<file path="src/rtl/unidade_controle_if.sv">
// Control/datapath bus between unidade_controle (master) and the RISC-V datapath (slave).
interface unidade_controle_if #(
  parameter int unsigned XLEN    = 64,
  parameter int unsigned IMEM_AW = 7
);
  logic [31:0]        instr;
  logic [XLEN-1:0]    imediato_I;
  logic [XLEN-1:0]    imediato_S;
  logic [XLEN-1:0]    imediato_J;
  logic [XLEN-1:0]    imediato_U;
  logic [XLEN-1:0]    doutULA;
  logic [XLEN-1:0]    pc;
  logic [IMEM_AW-1:0] endr;
  logic               ir_load;
  logic [4:0]         Ra;
  logic [4:0]         Rb;
  logic [4:0]         Rw;
  logic               WeR;
  logic               WeM;
  logic               soma_ou_subtrai;
  logic               subtraindo;
  logic               imediato;
  logic [XLEN-1:0]    constante;
  logic [1:0]         sel_dinR;
  logic [XLEN-1:0]    dinR_pc;

  modport master (
    input  instr, imediato_I, imediato_S, imediato_J, imediato_U, doutULA,
    output pc, endr, ir_load, Ra, Rb, Rw, WeR, WeM, soma_ou_subtrai,
           subtraindo, imediato, constante, sel_dinR, dinR_pc
  );

  modport slave (
    output instr, imediato_I, imediato_S, imediato_J, imediato_U, doutULA,
    input  pc, endr, ir_load, Ra, Rb, Rw, WeR, WeM, soma_ou_subtrai,
           subtraindo, imediato, constante, sel_dinR, dinR_pc
  );
endinterface

</file>
<file path="src/rtl/unidade_controle.sv">
// Multicycle control FSM (ld/sd/add/sub/addi/jal/jalr/auipc); owns the PC.
// Optional retired-instruction counter enabled by CONTROLE_INSTRET_EN.
module unidade_controle #(
  parameter int unsigned      XLEN     = 64,
  parameter logic [XLEN-1:0]  RESET_PC = '0,
  parameter int unsigned      IMEM_AW  = 7
) (
  input  logic                clk,
  input  logic                rst_n,
  unidade_controle_if.master  bus,
  output logic                ilegal,
  output logic [2:0]          estado
`ifdef CONTROLE_INSTRET_EN
  , output logic [63:0]       instret
`endif
);

  typedef enum logic [2:0] {
    BUSCA      = 3'd0,
    CARREGA    = 3'd1,
    DECODIFICA = 3'd2,
    EXECUTA    = 3'd3,
    MEMORIA    = 3'd4,
    ESCRITA    = 3'd5,
    PARADO     = 3'd6
  } estado_t;

  typedef enum logic [3:0] {
    K_ADD, K_SUB, K_ADDI, K_LD, K_SD, K_JAL, K_JALR, K_AUIPC, K_ILEGAL
  } instr_t;

  localparam logic [XLEN-1:0] QUATRO   = XLEN'(4);
  localparam logic [XLEN-1:0] MASK_BIT0 = ~XLEN'(1);

  estado_t         st;
  instr_t          kind, dec;
  logic [XLEN-1:0] pc_q;
  logic [4:0]      ra_q, rb_q, rw_q;
  logic [6:0]      opcode, f7;
  logic [2:0]      f3;
  logic            wer_c, wem_c, ir_c;

  assign opcode = bus.instr[6:0];
  assign f3     = bus.instr[14:12];
  assign f7     = bus.instr[31:25];

  always_comb begin
    dec = K_ILEGAL;
    case (opcode)
      7'b0110011: begin
        if (f3 == 3'b000 && f7 == 7'b0000000)      dec = K_ADD;
        else if (f3 == 3'b000 && f7 == 7'b0100000) dec = K_SUB;
      end
      7'b0010011: if (f3 == 3'b000) dec = K_ADDI;
      7'b0000011: if (f3 == 3'b011) dec = K_LD;
      7'b0100011: if (f3 == 3'b011) dec = K_SD;
      7'b1101111: dec = K_JAL;
      7'b1100111: if (f3 == 3'b000) dec = K_JALR;
      7'b0010111: dec = K_AUIPC;
      default:    dec = K_ILEGAL;
    endcase
  end

  always_ff @(posedge clk) begin
    if (!rst_n) begin
      st     <= BUSCA;
      pc_q   <= RESET_PC;
      ilegal <= 1'b0;
      kind   <= K_ILEGAL;
      ra_q   <= '0;
      rb_q   <= '0;
      rw_q   <= '0;
`ifdef CONTROLE_INSTRET_EN
      instret <= '0;
`endif
    end else begin
      case (st)
        BUSCA:   st <= CARREGA;
        CARREGA: st <= DECODIFICA;
        DECODIFICA: begin
          // Register fields are captured here so they stay put through write-back.
          kind <= dec;
          ra_q <= bus.instr[19:15];
          rb_q <= bus.instr[24:20];
          rw_q <= bus.instr[11:7];
          if (dec == K_ILEGAL) begin
            st     <= PARADO;
            ilegal <= 1'b1;
          end else begin
            st <= EXECUTA;
          end
        end
        EXECUTA: begin
          if (kind == K_LD) begin
            st <= MEMORIA;
          end else begin
            st <= BUSCA;
`ifdef CONTROLE_INSTRET_EN
            instret <= instret + 64'd1;
`endif
            case (kind)
              K_JAL:   pc_q <= pc_q + bus.imediato_J;
              K_JALR:  pc_q <= bus.doutULA & MASK_BIT0;
              default: pc_q <= pc_q + QUATRO;
            endcase
          end
        end
        MEMORIA: st <= ESCRITA;
        ESCRITA: begin
          st   <= BUSCA;
          pc_q <= pc_q + QUATRO;
`ifdef CONTROLE_INSTRET_EN
          instret <= instret + 64'd1;
`endif
        end
        PARADO:  st <= PARADO;
        default: st <= BUSCA;
      endcase
    end
  end

  always_comb begin
    bus.Ra              = '0;
    bus.Rb              = '0;
    bus.Rw              = '0;
    bus.soma_ou_subtrai = 1'b0;
    bus.subtraindo      = 1'b0;
    bus.imediato        = 1'b0;
    bus.constante       = '0;
    bus.sel_dinR        = 2'd0;
    bus.dinR_pc         = '0;
    wer_c               = 1'b0;
    wem_c               = 1'b0;
    ir_c                = 1'b0;
    case (st)
      CARREGA: ir_c = 1'b1;
      DECODIFICA: begin
        bus.Ra = bus.instr[19:15];
        bus.Rb = bus.instr[24:20];
      end
      EXECUTA, MEMORIA, ESCRITA: begin
        bus.Ra              = ra_q;
        bus.Rb              = rb_q;
        bus.Rw              = rw_q;
        bus.soma_ou_subtrai = 1'b1;
        // Only ld reaches MEMORIA/ESCRITA, so every other case is EXECUTA-only.
        case (kind)
          K_ADD: wer_c = 1'b1;
          K_SUB: begin
            bus.subtraindo = 1'b1;
            wer_c          = 1'b1;
          end
          K_ADDI: begin
            bus.imediato  = 1'b1;
            bus.constante = bus.imediato_I;
            wer_c         = 1'b1;
          end
          K_LD: begin
            bus.imediato  = 1'b1;
            bus.constante = bus.imediato_I;
            if (st == ESCRITA) begin
              bus.sel_dinR = 2'd1;
              wer_c        = 1'b1;
            end
          end
          K_SD: begin
            bus.imediato  = 1'b1;
            bus.constante = bus.imediato_S;
            wem_c         = 1'b1;
          end
          K_JAL: begin
            bus.dinR_pc  = pc_q + QUATRO;
            bus.sel_dinR = 2'd2;
            wer_c        = 1'b1;
          end
          K_JALR: begin
            bus.imediato  = 1'b1;
            bus.constante = bus.imediato_I;
            bus.dinR_pc   = pc_q + QUATRO;
            bus.sel_dinR  = 2'd2;
            wer_c         = 1'b1;
          end
          K_AUIPC: begin
            bus.dinR_pc  = pc_q + bus.imediato_U;
            bus.sel_dinR = 2'd2;
            wer_c        = 1'b1;
          end
          default: ;
        endcase
      end
      default: ;
    endcase
  end

  assign bus.WeR     = wer_c && rst_n && (rw_q != 5'd0);
  assign bus.WeM     = wem_c && rst_n;
  assign bus.ir_load = ir_c && rst_n;
  assign bus.pc      = pc_q;
  assign bus.endr    = pc_q[IMEM_AW+1:2];
  assign estado      = st;

endmodule

</file>
<file path="src/flat_wrapper.sv">
// flat-port wrapper written by rule: the top's interface ports become plain ports
module unidade_controle_flat 
#(
  parameter int unsigned      XLEN     = 64,
  parameter logic [XLEN-1:0]  RESET_PC = '0,
  parameter int unsigned      IMEM_AW  = 7
)
  (clk, rst_n, ilegal, estado, bus_instr, bus_imediato_I, bus_imediato_S, bus_imediato_J, bus_imediato_U, bus_doutULA, bus_pc, bus_endr, bus_ir_load, bus_Ra, bus_Rb, bus_Rw, bus_WeR, bus_WeM, bus_soma_ou_subtrai, bus_subtraindo, bus_imediato, bus_constante, bus_sel_dinR, bus_dinR_pc);
  unidade_controle_if #(.XLEN(XLEN), .IMEM_AW(IMEM_AW)) bus_i ();
  input  logic clk;
  input  logic rst_n;
  output logic ilegal;
  output logic [2:0] estado;
  input wire logic [$bits(bus_i.instr)-1:0] bus_instr;
  input wire logic [$bits(bus_i.imediato_I)-1:0] bus_imediato_I;
  input wire logic [$bits(bus_i.imediato_S)-1:0] bus_imediato_S;
  input wire logic [$bits(bus_i.imediato_J)-1:0] bus_imediato_J;
  input wire logic [$bits(bus_i.imediato_U)-1:0] bus_imediato_U;
  input wire logic [$bits(bus_i.doutULA)-1:0] bus_doutULA;
  output wire logic [$bits(bus_i.pc)-1:0] bus_pc;
  output wire logic [$bits(bus_i.endr)-1:0] bus_endr;
  output wire logic [$bits(bus_i.ir_load)-1:0] bus_ir_load;
  output wire logic [$bits(bus_i.Ra)-1:0] bus_Ra;
  output wire logic [$bits(bus_i.Rb)-1:0] bus_Rb;
  output wire logic [$bits(bus_i.Rw)-1:0] bus_Rw;
  output wire logic [$bits(bus_i.WeR)-1:0] bus_WeR;
  output wire logic [$bits(bus_i.WeM)-1:0] bus_WeM;
  output wire logic [$bits(bus_i.soma_ou_subtrai)-1:0] bus_soma_ou_subtrai;
  output wire logic [$bits(bus_i.subtraindo)-1:0] bus_subtraindo;
  output wire logic [$bits(bus_i.imediato)-1:0] bus_imediato;
  output wire logic [$bits(bus_i.constante)-1:0] bus_constante;
  output wire logic [$bits(bus_i.sel_dinR)-1:0] bus_sel_dinR;
  output wire logic [$bits(bus_i.dinR_pc)-1:0] bus_dinR_pc;
  assign bus_i.instr = bus_instr;
  assign bus_i.imediato_I = bus_imediato_I;
  assign bus_i.imediato_S = bus_imediato_S;
  assign bus_i.imediato_J = bus_imediato_J;
  assign bus_i.imediato_U = bus_imediato_U;
  assign bus_i.doutULA = bus_doutULA;
  assign bus_pc = bus_i.pc;
  assign bus_endr = bus_i.endr;
  assign bus_ir_load = bus_i.ir_load;
  assign bus_Ra = bus_i.Ra;
  assign bus_Rb = bus_i.Rb;
  assign bus_Rw = bus_i.Rw;
  assign bus_WeR = bus_i.WeR;
  assign bus_WeM = bus_i.WeM;
  assign bus_soma_ou_subtrai = bus_i.soma_ou_subtrai;
  assign bus_subtraindo = bus_i.subtraindo;
  assign bus_imediato = bus_i.imediato;
  assign bus_constante = bus_i.constante;
  assign bus_sel_dinR = bus_i.sel_dinR;
  assign bus_dinR_pc = bus_i.dinR_pc;
  unidade_controle #(.XLEN(XLEN), .RESET_PC(RESET_PC), .IMEM_AW(IMEM_AW)) u_core (.clk(clk), .rst_n(rst_n), .bus(bus_i), .ilegal(ilegal), .estado(estado));
endmodule
</file>
<file path="config.mk">
export PLATFORM = sky130hd
export DESIGN_NAME = unidade_controle_flat
export DESIGN_NICKNAME = d
export VERILOG_FILES = /design/src/rtl/unidade_controle_if.sv /design/src/rtl/unidade_controle.sv /design/src/flat_wrapper.sv
export SDC_FILE = /design/constraint.sdc
export NUM_CORES = 1
export LEC_CHECK = 0
export CAP_MARGIN = 40
export CORE_AREA = 2 2 223 225
export CTS_BUF_LIST = sky130_fd_sc_hd__clkbuf_8
export CTS_CLUSTER_SIZE = 14
export DETAILED_ROUTE_END_ITERATION = 7
export DIE_AREA = 0 0 225 227
export DONT_BUFFER_PORTS = 1
export GPL_TIMING_DRIVEN = 0
export PLACE_DENSITY = 0.53
export SKIP_LAST_GASP = 1
export SYNTH_ARGS = -nofsm -noshare
export SYNTH_HDL_FRONTEND = slang
export SYNTH_SLANG_ARGS = --single-unit
</file>
<file path="constraint.sdc">
create_clock -name clk -period 8.34 [get_ports clk]
set_input_delay 1.251 -clock clk [delete_from_list [all_inputs] [get_ports clk]]
set_output_delay 1.251 -clock clk [all_outputs]
set_load 0.1 [all_outputs]
</file>
Yosys cells after proc, flatten, opt, wreduce, memory -nomap -nowiden --
Index checks and enable logic that the tools add are counted.
Operators by class: reductions and logical operators 20, multiplexer cells 34, eq/ne operators 24, $add $sub $neg 3
Operator list (count):
- 64-bit case mux with 2 select lines | 4
- 64-bit 2-to-1 mux | 3
- 64-bit adder | 2
- 64-bit by 3-bit adder with 64-bit output, second input constant | 1
- 4-bit case mux with 7 select lines | 1
- 4-bit 2-to-1 mux | 6
- 7-bit by 6-bit equality test with 1-bit output, second input constant | 3
- 5-bit case mux with 2 select lines | 2
- 3-bit case mux with 6 select lines | 1
- 4-bit by 3-bit equality test with 1-bit output, second input constant | 4
- 7-bit by 5-bit equality test with 1-bit output, second input constant | 2
- 7-bit equality test, second input constant | 2
- 1-bit 2-to-1 mux | 11
- 3-bit by 2-bit equality test with 1-bit output, second input constant | 3
- 3-bit equality test, second input constant | 3
- 3-bit OR reduction | 3
- 4-bit by 2-bit equality test with 1-bit output, second input constant | 2
- 7-bit by 2-bit equality test with 1-bit output, second input constant | 1
- 7-bit zero test | 1
- 1-bit logical AND | 6
- 3-bit zero test | 2
- 3-bit 2-to-1 mux | 2
- 6-bit OR reduction | 1
- 5-bit 2-to-1 mux | 1
- other kinds (13) | 14
Word-level totals: bits in registers 87, logic and storage cells 88

Longest topological paths before layout --
Gate-level depths: netlist of run 1.
depth in word-level cells 8, depth in mapped cells 13, gate-level depth less buffers 13

Worst setup path before layout of run 1 --
Ideal clock, no wire load.
path type in2out, from in bus_imediato_U[0], to out bus_dinR_pc[56], arrival 5.210 ns, path slack 1.879 ns, data required time 7.089 ns, stages 12, cell sequence ha_1 > fa_1 > a211oi_1 > nor2_1 > o21ai_0 > a2111oi_0 > or3_1 > a21oi_1 > o21ai_0 > a21oi_1 > xor2_1 > o22ai_1
Between the ends: word-level cells in the longest chain between the ends 3
Ends and longest elaborated chain:
- from (decl) | line flat_wrapper.sv:18 | input wire logic [$bits(bus_i.imediato_U)-1:0] bus_imediato_U;
- 64-bit adder | line unidade_controle.sv:184 | bus.dinR_pc = pc_q + bus.imediato_U;
- 64-bit case mux with 2 select lines | line unidade_controle.sv:147 | case (kind)
- 64-bit 2-to-1 mux | line unidade_controle.sv:135 | case (st)
- to (decl) | line flat_wrapper.sv:33 | output wire logic [$bits(bus_i.dinR_pc)-1:0] bus_dinR_pc;
Every way passes these cells.

Worst setup path in the final report of run 1 --
Same ends and word-level chain as after synthesis.

==> results of run 1 <==
==> critical path, stage by stage <==
cell and delay [ps]:
ha_1 210, fa_1 430, a211oi_1 250, nor2_1 140, o21ai_0 370, a2111oi_0 260
or3_1 460, a21oi_1 490, o21ai_0 270, a21oi_1 230, xor2_1 300, o22ai_2 160
buf_8 230
==> Yosys cell counts, types with 5 or more instances <==
library cell | count | area (um2)
a211oi_1 | 15 | 113
a21boi_0 | 33 | 248
a21o_1 | 73 | 548
a21oi_1 | 225 | 1130
a221oi_1 | 30 | 263
a22oi_1 | 105 | 788
a31oi_1 | 28 | 175
a32oi_1 | 5 | 43.8
a41oi_1 | 5 | 43.8
and2_1 | 28 | 175
and3_1 | 41 | 257
and4_1 | 10 | 87.6
buf_1 | 14 | 52.6
buf_2 | 11 | 55.1
buf_4 | 8 | 60.1
buf_6 | 5 | 56.3
clkbuf_1 | 114 | 428
dfxtp_1 | 87 | 1740
ha_1 | 127 | 1590
inv_1 | 44 | 165
nand2_1 | 259 | 972
nand2b_1 | 13 | 81.3
nand3_1 | 81 | 405
nand4_1 | 43 | 269
nor2_1 | 255 | 957
nor2b_1 | 23 | 144
nor3_1 | 33 | 165
nor3b_1 | 6 | 45.0
nor4_1 | 19 | 119
o211a_1 | 9 | 90.1
o211ai_1 | 11 | 82.6
o21a_1 | 19 | 143
o21ai_0 | 139 | 696
o21bai_1 | 40 | 300
o221ai_1 | 20 | 175
o22ai_1 | 32 | 200
o31ai_1 | 9 | 67.6
or3_1 | 10 | 62.6
or4_1 | 6 | 45.0
xnor2_1 | 99 | 867
xor2_1 | 67 | 587
==> path summary, 6_finish.rpt <==
check,cells after the start,start,slack (ps),to
max,13,bus_imediato_U[0],2030,bus_dinR_pc[56]
min,2,u_core.rb_q[0],480,u_core.rb_q[0]
max reg2reg,11,u_core.bus.pc[9],4180,u_core.bus.pc[57]
min reg2reg,2,u_core.rb_q[0],480,u_core.rb_q[0]
==> cell families after synthesis <==
family | Yosys count | share of synthesized area, %
AND/OR/NAND/NOR | 852 | 26.1
buffers and inverters | 199 | 5.56
XOR/XNOR | 166 | 9.44
AO/OA/AOI/OAI | 856 | 36.9
adder cells (fa/ha/maj) | 129 | 10.6
multiplexers | 2 | 0.162
flip-flops | 87 | 11.3
==> stage by stage <==
step | instances | area, um2 | power (uW) | util (%) | hold WS, ps
2_1_floorplan | 2291 | 15400 | 936 | - | 444
6_report | 3164 | 21400 | 1480 | 44.0 | 476
3_3_place_gp | 2913 | 16200 | 1090 | 33.3 | 454
5_1_grt | 3159 | 21300 | 1530 | 44.0 | 496
4_1_cts | 3135 | 21300 | 1460 | 43.9 | 475
3_5_place_dp | 3119 | 21100 | 1180 | 43.5 | 462
==> registers in the layout (all words and copies together) (netlist names) <==
register / count
u_core.ilegal: 1
u_core.rb_q: 5
u_core.estado: 3
u_core.kind: 4
u_core.ra_q: 5
u_core.bus.pc: 64
u_core.rw_q: 5
==> power by group through the flow <==
| stage | registers [uW] | clock network (uW) | logic [uW] |
|---|---|---|---|
| 6_report | 506 | 291 | 684 |
| 5_1_grt | 506 | 301 | 725 |
| 4_1_cts | 503 | 292 | 670 |
| 3_5_place_dp | 512 | 0 | 667 |
| 3_3_place_gp | 565 | 0 | 524 |
| 2_1_floorplan | 535 | 0 | 401 |
==> layout make-up <==
class | instances | area, um2
Antenna cell | 29 | 72.6
Clock inverter | 7 | 51.3
Tap cell | 622 | 778
Inverter | 44 | 165
Sequential cell | 87 | 1760
Buffer | 155 | 692
Timing Repair Buffer | 206 | 4470
Fill cell | 4867 | 27200
Multi-Input combinational cell | 2005 | 13200
Clock buffer | 9 | 124
==> metal layers <==
metal	GRT usage (%)	routed length, um
met2	53.2	40800
met1	46.9	39100
met4	19.9	5240
met5	0	169
met3	9.32	10000
==> results.cfg, run 1 <==
[yosys]
syn-cell-area_mm2 = 0.0154
synth_edf_count = 0
syn-instance-count = 2291
ys_seq_area_share_pct = 11.3
synth-warning-count = 0
synth_flop_cell = dfxtp_1
yosysUniqueCellTypes = 97
syn-mean-instance-area_um2 = 6.72
synth.ff_latch_count = 87
mappedNetlistNets = 2774
ys_async_sr_fraction_pct = 0

[placement]
place_ws_ps = 2070
post-dp-hpwl_um = 81600
placement.io_buffers = 0
gp_congestion = 1.03

[floorplan]
core_mm2 = 0.0485
placementRows = 81
initial_core_utilization_pct = 31.7
die_w_um = 225
die-height_um = 227
dieArea_mm2 = 0.0511
ioPinCount = 580

[cells_and_area]
synthToLayoutAreaGrowth_pct = 38.7
layout_commonest_cell = nand2_1
drive_above_1_share_pct = 16.7
layout.nets = 2991
most-common-layout-cells = nand2_1, a21oi_1, nor2_1

[detailed_routing]
remaining_drc_errors = 0
wire_per_inst_um = 30.2
drt-pass1-iter-count = 6
num_vias = 20300
drt_iter0_markers = 2296
total_wirelength_um = 95400
drtAntennaViolNets = 0
detail_route.vias_per_cell = 6.42

[global_route]
global_route_usage_over_all_layers_pct = 35.8
antenna_found_initial = 39
grt_pass1_vias = 18800
overflow = 0
grt_max_degree = 16
grt_first_pass_wirelength_um = 133000

[timing]
report.final.slew_viol_count = 0
fmax_mhz = 158
setup_ws_ps = 2030
setup_viol_count_final = 0
finalSetupTns_ps = 0
fin_hold_viols = 0
ratio_of_final_minimum_period_to_clock_period_pct = 75.7
unrepaired_setup_endpoints_after_global_routing = no
period_minus_slack_ps = 6310
timing.slew.headroom_pct = 39.6
worst_slew_pin_slew_ps = 906
finalClockSkew_ps = 25.0

[flow_run]
maxCapViolations = 0

[power]
p_leak_uw = 0.00821
clock_power_share_pct = 19.6
netSwitchingFraction_pct = 48.6
vdd.ir_drop.worst_mv = 0.0688
internal_power_uw = 762
p_per_area_mw_per_mm2 = 69.3
total_switching_power_uw = 720
pwr-share-seq_pct = 34.2
combinationalPowerShare_pct = 46.2

[status]
outcome = completed

[worst_setup_path]
crit_path_end_kind = primary output
cp_max_fo = 5
arrival_ps = 5060
timing_worst_setup_path_type = in2out
setup.worst_path.start_class = input port
worst_ep_required_time_ps = 7090

[clock_network]
post_cts_hold_buffer_count = 0
cts_resized = 0
htree_levels = 3
cts.repair_timing.setup_buffer_count = 0
numCtsBuffers = 9
cts-root-buf = clkbuf_8
number_of_sinks_on_the_clock_net = 87
clock_insertion_delay_at_the_later_pin_of_the_skew_report_ps = 410
tritoncts = built
cts_max_path_buffers = 2
clk_transition_reported_paths_ps = 100

[hold_path]
holdCritPathClass = reg2reg
Note: power is estimated with default switching activity, not from simulation.
==> run 2: changes to the inputs <==
--- a/config.mk
+++ b/config.mk
@@ -13,7 +13,7 @@
 export DIE_AREA = 0 0 225 227
 export DONT_BUFFER_PORTS = 1
 export GPL_TIMING_DRIVEN = 0
-export PLACE_DENSITY = 0.53
+export PLACE_DENSITY = 0.55
 export SKIP_LAST_GASP = 1
 export SYNTH_ARGS = -nofsm -noshare
 export SYNTH_HDL_FRONTEND = slang
==> constraint.sdc (replaced) <==
create_clock -name clk -period 5.5 [get_ports clk]
set_input_delay 0.825 -clock clk [delete_from_list [all_inputs] [get_ports clk]]
set_output_delay 0.825 -clock clk [all_outputs]
set_load 0.1 [all_outputs]
==> run 2 against run 1 <==
Cell count increased by 0.22%. Combinational power increased by 56%. Non-clock buffer count increased by 4. Largest cell class unchanged. Cell area increased by 1.1%. Largest power group unchanged. Worst setup slack got worse by 1900 ps. Sequential power increased by 50%. Clock power increased by 62%. Worst hold slack improved by 1.4 ps. First-iteration DRC count increased by 5.4%.
==> results.cfg, run 2 (synthesized netlist as in run 1, its figures left out) <==
[timing]
period_minus_slack_ps = 5360
worst_slew_pin_slew_ps = 1040
setup_ws_ps = 139
unrepaired_setup_endpoints_after_global_routing = no
timing.slew.headroom_pct = 31.0
fmax_mhz = 187
finalClockSkew_ps = 17.2
report.final.slew_viol_count = 0
ratio_of_final_minimum_period_to_clock_period_pct = 97.5
fin_hold_viols = 0
setup_viol_count_final = 0

[detailed_routing]
drt_iter0_markers = 2420
total_wirelength_um = 95400
num_vias = 20300
drtAntennaViolNets = 0
drt-pass1-iter-count = 6
route.met3.wl_um = 12000
wl_met1_um = 39100
dr.max_layer_used = met5
remaining_drc_errors = 0
wire_per_inst_um = 30.1
met2WireLength_um = 40100
detail_route.vias_per_cell = 6.41

[global_route]
grt_first_pass_wirelength_um = 133000
grt_pass1_vias = 18900
antenna_found_initial = 38
overflow = 0
grt_max_degree = 18
global_route_usage_over_all_layers_pct = 35.7

[placement]
gp_congestion = 1.25
placement.io_buffers = 0
post-dp-hpwl_um = 82200
place_ws_ps = -3.05

[clock_network]
clock_insertion_delay_at_the_later_pin_of_the_skew_report_ps = 410
cts_max_path_buffers = 2
post_cts_hold_buffer_count = 0
cts-root-buf = clkbuf_8
number_of_sinks_on_the_clock_net = 87
htree_levels = 3
numCtsBuffers = 9
tritoncts = built
clk_transition_reported_paths_ps = 110

[worst_setup_path]
setup.worst_path.start_class = flop
timing_worst_setup_path_type = reg2out
arrival_ps = 4540
cp_max_fo = 9
worst_ep_required_time_ps = 4680
crit_path_end_kind = primary output

[floorplan]
die_w_um = 225
ioPinCount = 580
die-height_um = 227
placementRows = 81
core_mm2 = 0.0485
initial_core_utilization_pct = 31.7
dieArea_mm2 = 0.0511

[cells_and_area]
number_of_filler_cells_placed_in_the_layout = 4860
layout_commonest_cell = nand2_1
largest_register_ffs = 64
synthToLayoutAreaGrowth_pct = 40.2
drive_above_1_share_pct = 17.2
most-common-layout-cells = nand2_1, a21oi_1, nor2_1
final_core_utilization_pct = 44.5
layout.nets = 2995

[power]
p_leak_uw = 0.00829
clock_power_share_pct = 20.5
pwr-share-seq_pct = 33.0
internal_power_uw = 1180
p_per_area_mw_per_mm2 = 106
netSwitchingFraction_pct = 48.8
total_switching_power_uw = 1120
vdd.ir_drop.worst_mv = 0.105
combinationalPowerShare_pct = 46.4

[status]
outcome = completed

[hold_path]
holdCritPathClass = reg2reg

[flow_run]
maxCapViolations = 0
## run 2: cell types whose count changed in the layout (fill, tap and decap cells not counted), moves of 6 or more
cell,delta
dfxtp_4,+6
buf_8,-8
buf_16,+10
dfxtp_1,-8
## run 2: timing repair
item / 4_1_cts / 5_1_grt
setup buffers: 0 / 0
setup endpoints to repair: 6 / 14
endpoints found under the hold margin: 0 / 0
gates resized for setup: 9 / 15
## run 2: power by group through the flow
stage / Clock [uW] / Combinational, uW / Sequential (uW)
final: 471 / 1070 / 758
after detailed placement: 0 / 1040 / 767
after CTS: 473 / 1040 / 752
after floorplan: 0 / 609 / 812
after global routing: 489 / 1130 / 757
after global placement: 0 / 796 / 855
## run 2: per-stage QoR
stage          area, um2  setup TNS (ps)  hold WS [ps]  instances  total power [uW]
6_report           21600               0           477       3171              2290
5_1_grt            21600               0           496       3158              2380
4_1_cts            21500               0           477       3139              2270
3_5_place_dp       21300           -3.05           460       3123              1800
3_3_place_gp       16300          -35360           454       2913              1650
2_1_floorplan      15500               0           444       2291              1420
## run 2: worst paths after layout
| path | start | end | slack, ps | cells past startpoint |
|---|---|---|---|---|
| hold reg to reg | u_core.rb_q[3] | u_core.rb_q[3] | 480 | 2 |
| setup / recovery | u_core.bus.pc[31] | bus_dinR_pc[61] | 140 | 12 |
| setup reg to reg | u_core.bus.pc[32] | u_core.bus.pc[57] | 1410 | 12 |
| hold / removal | u_core.rb_q[3] | u_core.rb_q[3] | 480 | 2 |
## run 2: routing by layer
| layer | GRT usage [%] | up-vias |
|---|---|---|
| met2 | 52.3 | 1370 |
| met3 | 12.8 | 209 |
| li1 | - | 9015 |
| met5 | 0 | - |
| met4 | 16.5 | 26 |
| met1 | 46.6 | 9721 |
## run 2: final cells by class
| type | instances | area [um2] | share of cell area [%] |
|---|---|---|---|
| Buffer | 155 | 692 | 3.20 |
| Inverter | 44 | 165 | 0.765 |
| Antenna cell | 32 | 80.1 | 0.371 |
| Clock buffer | 9 | 124 | 0.573 |
| Tap cell | 622 | 778 | 3.60 |
| Timing Repair Buffer | 210 | 4640 | 21.5 |
| Clock inverter | 7 | 61.3 | 0.284 |
| Multi-Input combinational cell | 2005 | 13300 | 61.4 |
| Sequential cell | 87 | 1790 | 8.27 |
## run 2: worst max-delay path: stages (launching register included)
cell and delay, ps:
dfxtp_1 840, ha_1 240, clkbuf_1 310, nand3_1 190, or4_1 570, nor3_1 150
a21oi_1 190, o21ai_1 370, a21oi_1 180, o41ai_1 460, xnor2_1 150, o22ai_2 270
buf_16 210
==> run 3: changes to the inputs <==
--- a/config.mk
+++ b/config.mk
@@ -13,7 +13,7 @@
 export DIE_AREA = 0 0 225 227
 export DONT_BUFFER_PORTS = 1
 export GPL_TIMING_DRIVEN = 0
-export PLACE_DENSITY = 0.55
+export PLACE_DENSITY = 0.53
 export SKIP_LAST_GASP = 1
 export SYNTH_ARGS = -nofsm -noshare
 export SYNTH_HDL_FRONTEND = slang
==> constraint.sdc (replaced) <==
create_clock -name clk -period 5.3 [get_ports clk]
set_input_delay 0.795 -clock clk [delete_from_list [all_inputs] [get_ports clk]]
set_output_delay 0.795 -clock clk [all_outputs]
set_load 0.1 [all_outputs]
==> run 3 against run 2 <==
Cell area rose by 0.15%. Routed wire length rose by 1.2%. Power rose by 3.0%. Utilization rose by 0.067 points. First-iteration DRC count fell by 2.1%.
==> results.cfg, run 3 (synthesized netlist as in run 1, its figures left out) <==
[floorplan]
dieArea_mm2 = 0.0511
die-height_um = 227
initial_core_utilization_pct = 31.7
die_w_um = 225
placementRows = 81
ioPinCount = 580
core_mm2 = 0.0485

[hold_path]
holdCritPathClass = reg2reg

[power]
p_leak_uw = 0.00829
vdd.ir_drop.worst_mv = 0.0928
p_per_area_mw_per_mm2 = 109
total_power_uw = 2360

[timing]
ratio_of_final_minimum_period_to_clock_period_pct = 97.6
fin_hold_viols = 0
worst_slew_pin_slew_ps = 882
period_minus_slack_ps = 5170
setup_viol_count_final = 0
report.final.slew_viol_count = 0
fmax_mhz = 193
timing.slew.headroom_pct = 41.2
finalClockSkew_ps = 23.8
unrepaired_setup_endpoints_after_global_routing = yes

[clock_network]
numCtsBuffers = 9
clock_insertion_delay_at_the_later_pin_of_the_skew_report_ps = 420
tritoncts = built
number_of_sinks_on_the_clock_net = 87
htree_levels = 3
cts-root-buf = clkbuf_8
cts_max_path_buffers = 2
clk_transition_reported_paths_ps = 120

[placement]
detailed_place.area_mm2 = 0.0213
dp.cells = 3118
placement.io_buffers = 0
gp_congestion = 1.10
post-dp-hpwl_um = 82400

[detailed_routing]
remaining_drc_errors = 0
wire_per_inst_um = 30.5
total_wirelength_um = 96600
drtAntennaViolNets = 0
num_vias = 20000
drt-pass1-iter-count = 6
detail_route.vias_per_cell = 6.33
drt_iter0_markers = 2368

[global_route]
antenna_found_initial = 33
grt_max_degree = 17
global_route_usage_over_all_layers_pct = 36.4
grt_first_pass_wirelength_um = 134000
grt_pass1_vias = 18700
overflow = 0

[cells_and_area]
final_core_utilization_pct = 44.6
final_area_mm2 = 0.0216
layout.nets = 2991
drive_above_1_share_pct = 17.5
number_of_filler_cells_placed_in_the_layout = 4811
synthToLayoutAreaGrowth_pct = 40.5
layout_commonest_cell = nand2_1
most-common-layout-cells = nand2_1, a21oi_1, nor2_1
layoutNonFillerInstCount = 3166
largest_register_ffs = 64

[status]
outcome = completed

[worst_setup_path]
cp_max_fo = 7
worst_ep_required_time_ps = 4510
arrival_ps = 4380
setup.worst_path.start_class = flop
crit_path_end_kind = primary output
timing_worst_setup_path_type = reg2out

[flow_run]
maxCapViolations = 0
-- run 3: cell count changes in the layout (fill, tap and decap cells not counted), sizes merged --
cell / previous run / this run
diode: 32 / 31
buf: 249 / 245
clkinv: 1 / 2
clkinvlp: 1 / 0
-- run 3: path summary, 6_finish.rpt --
kind / slack [ps] / depth (start not counted) / from / end
worst max-delay path: 130 / 11 / u_core.bus.pc[28] / bus_dinR_pc[61]
worst min register to register: 480 / 2 / u_core.ra_q[1] / u_core.ra_q[1]
worst max register to register: 1300 / 12 / u_core.bus.pc[34] / u_core.bus.pc[57]
worst min-delay path: 480 / 2 / u_core.ra_q[1] / u_core.ra_q[1]
-- run 3: worst max-delay path, cell delays in order (launching register included) --
cell     delay, ps
dfxtp_1        830
ha_1           360
nand4_1        230
or4_1          560
nor3_1         210
a21oi_2        140
o21ai_1        350
a21oi_1        180
o41ai_1        450
xnor2_1        140
o22ai_2        280
buf_16         210
-- run 3: repair_timing --
item	4_1_cts	5_1_grt
setup endpoints to repair	17	21
pin swaps	0	0
hold buffers	0	0
hold endpoints to repair	0	0
setup buffers	0	1
resized for setup	14	26
-- run 3: cell type report --
type	count	area (um2)	share of cell area [%]
Antenna cell	31	77.6	0.359
Tap cell	622	778	3.60
Buffer	155	692	3.20
Clock inverter	7	55.1	0.254
Multi-Input combinational cell	2005	13300	61.5
Sequential cell	87	1810	8.35
Clock buffer	9	124	0.573
Timing Repair Buffer	206	4640	21.5
Inverter	44	165	0.763
-- run 3: metrics by stage --
stage                     hold WS (ps)  TNS, ps  worst slack (ps)
after floorplan                    444        0              18.1
after global placement             452   -39650             -1460
after detailed placement           459    -1.27             -1.27
after CTS                          474    -75.3             -75.3
after global routing               487    -94.1             -70.4
final                              478        0               126
-- run 3: per-layer routing --
layer | vias to the layer above | track usage, % | share of wire (%)
li1 | 9025 | - | -
met1 | 9559 | 47.5 | 41
met2 | 1240 | 55.1 | 43
met3 | 204 | 10.8 | 11
met4 | 16 | 16.5 | 4.5
met5 | - | 0 | 0.11
-- run 3: report_power, final --
part	switching [uW]	internal, uW
combinational	736	346
clock	310	178
sequential	114	679
total	1160	1200
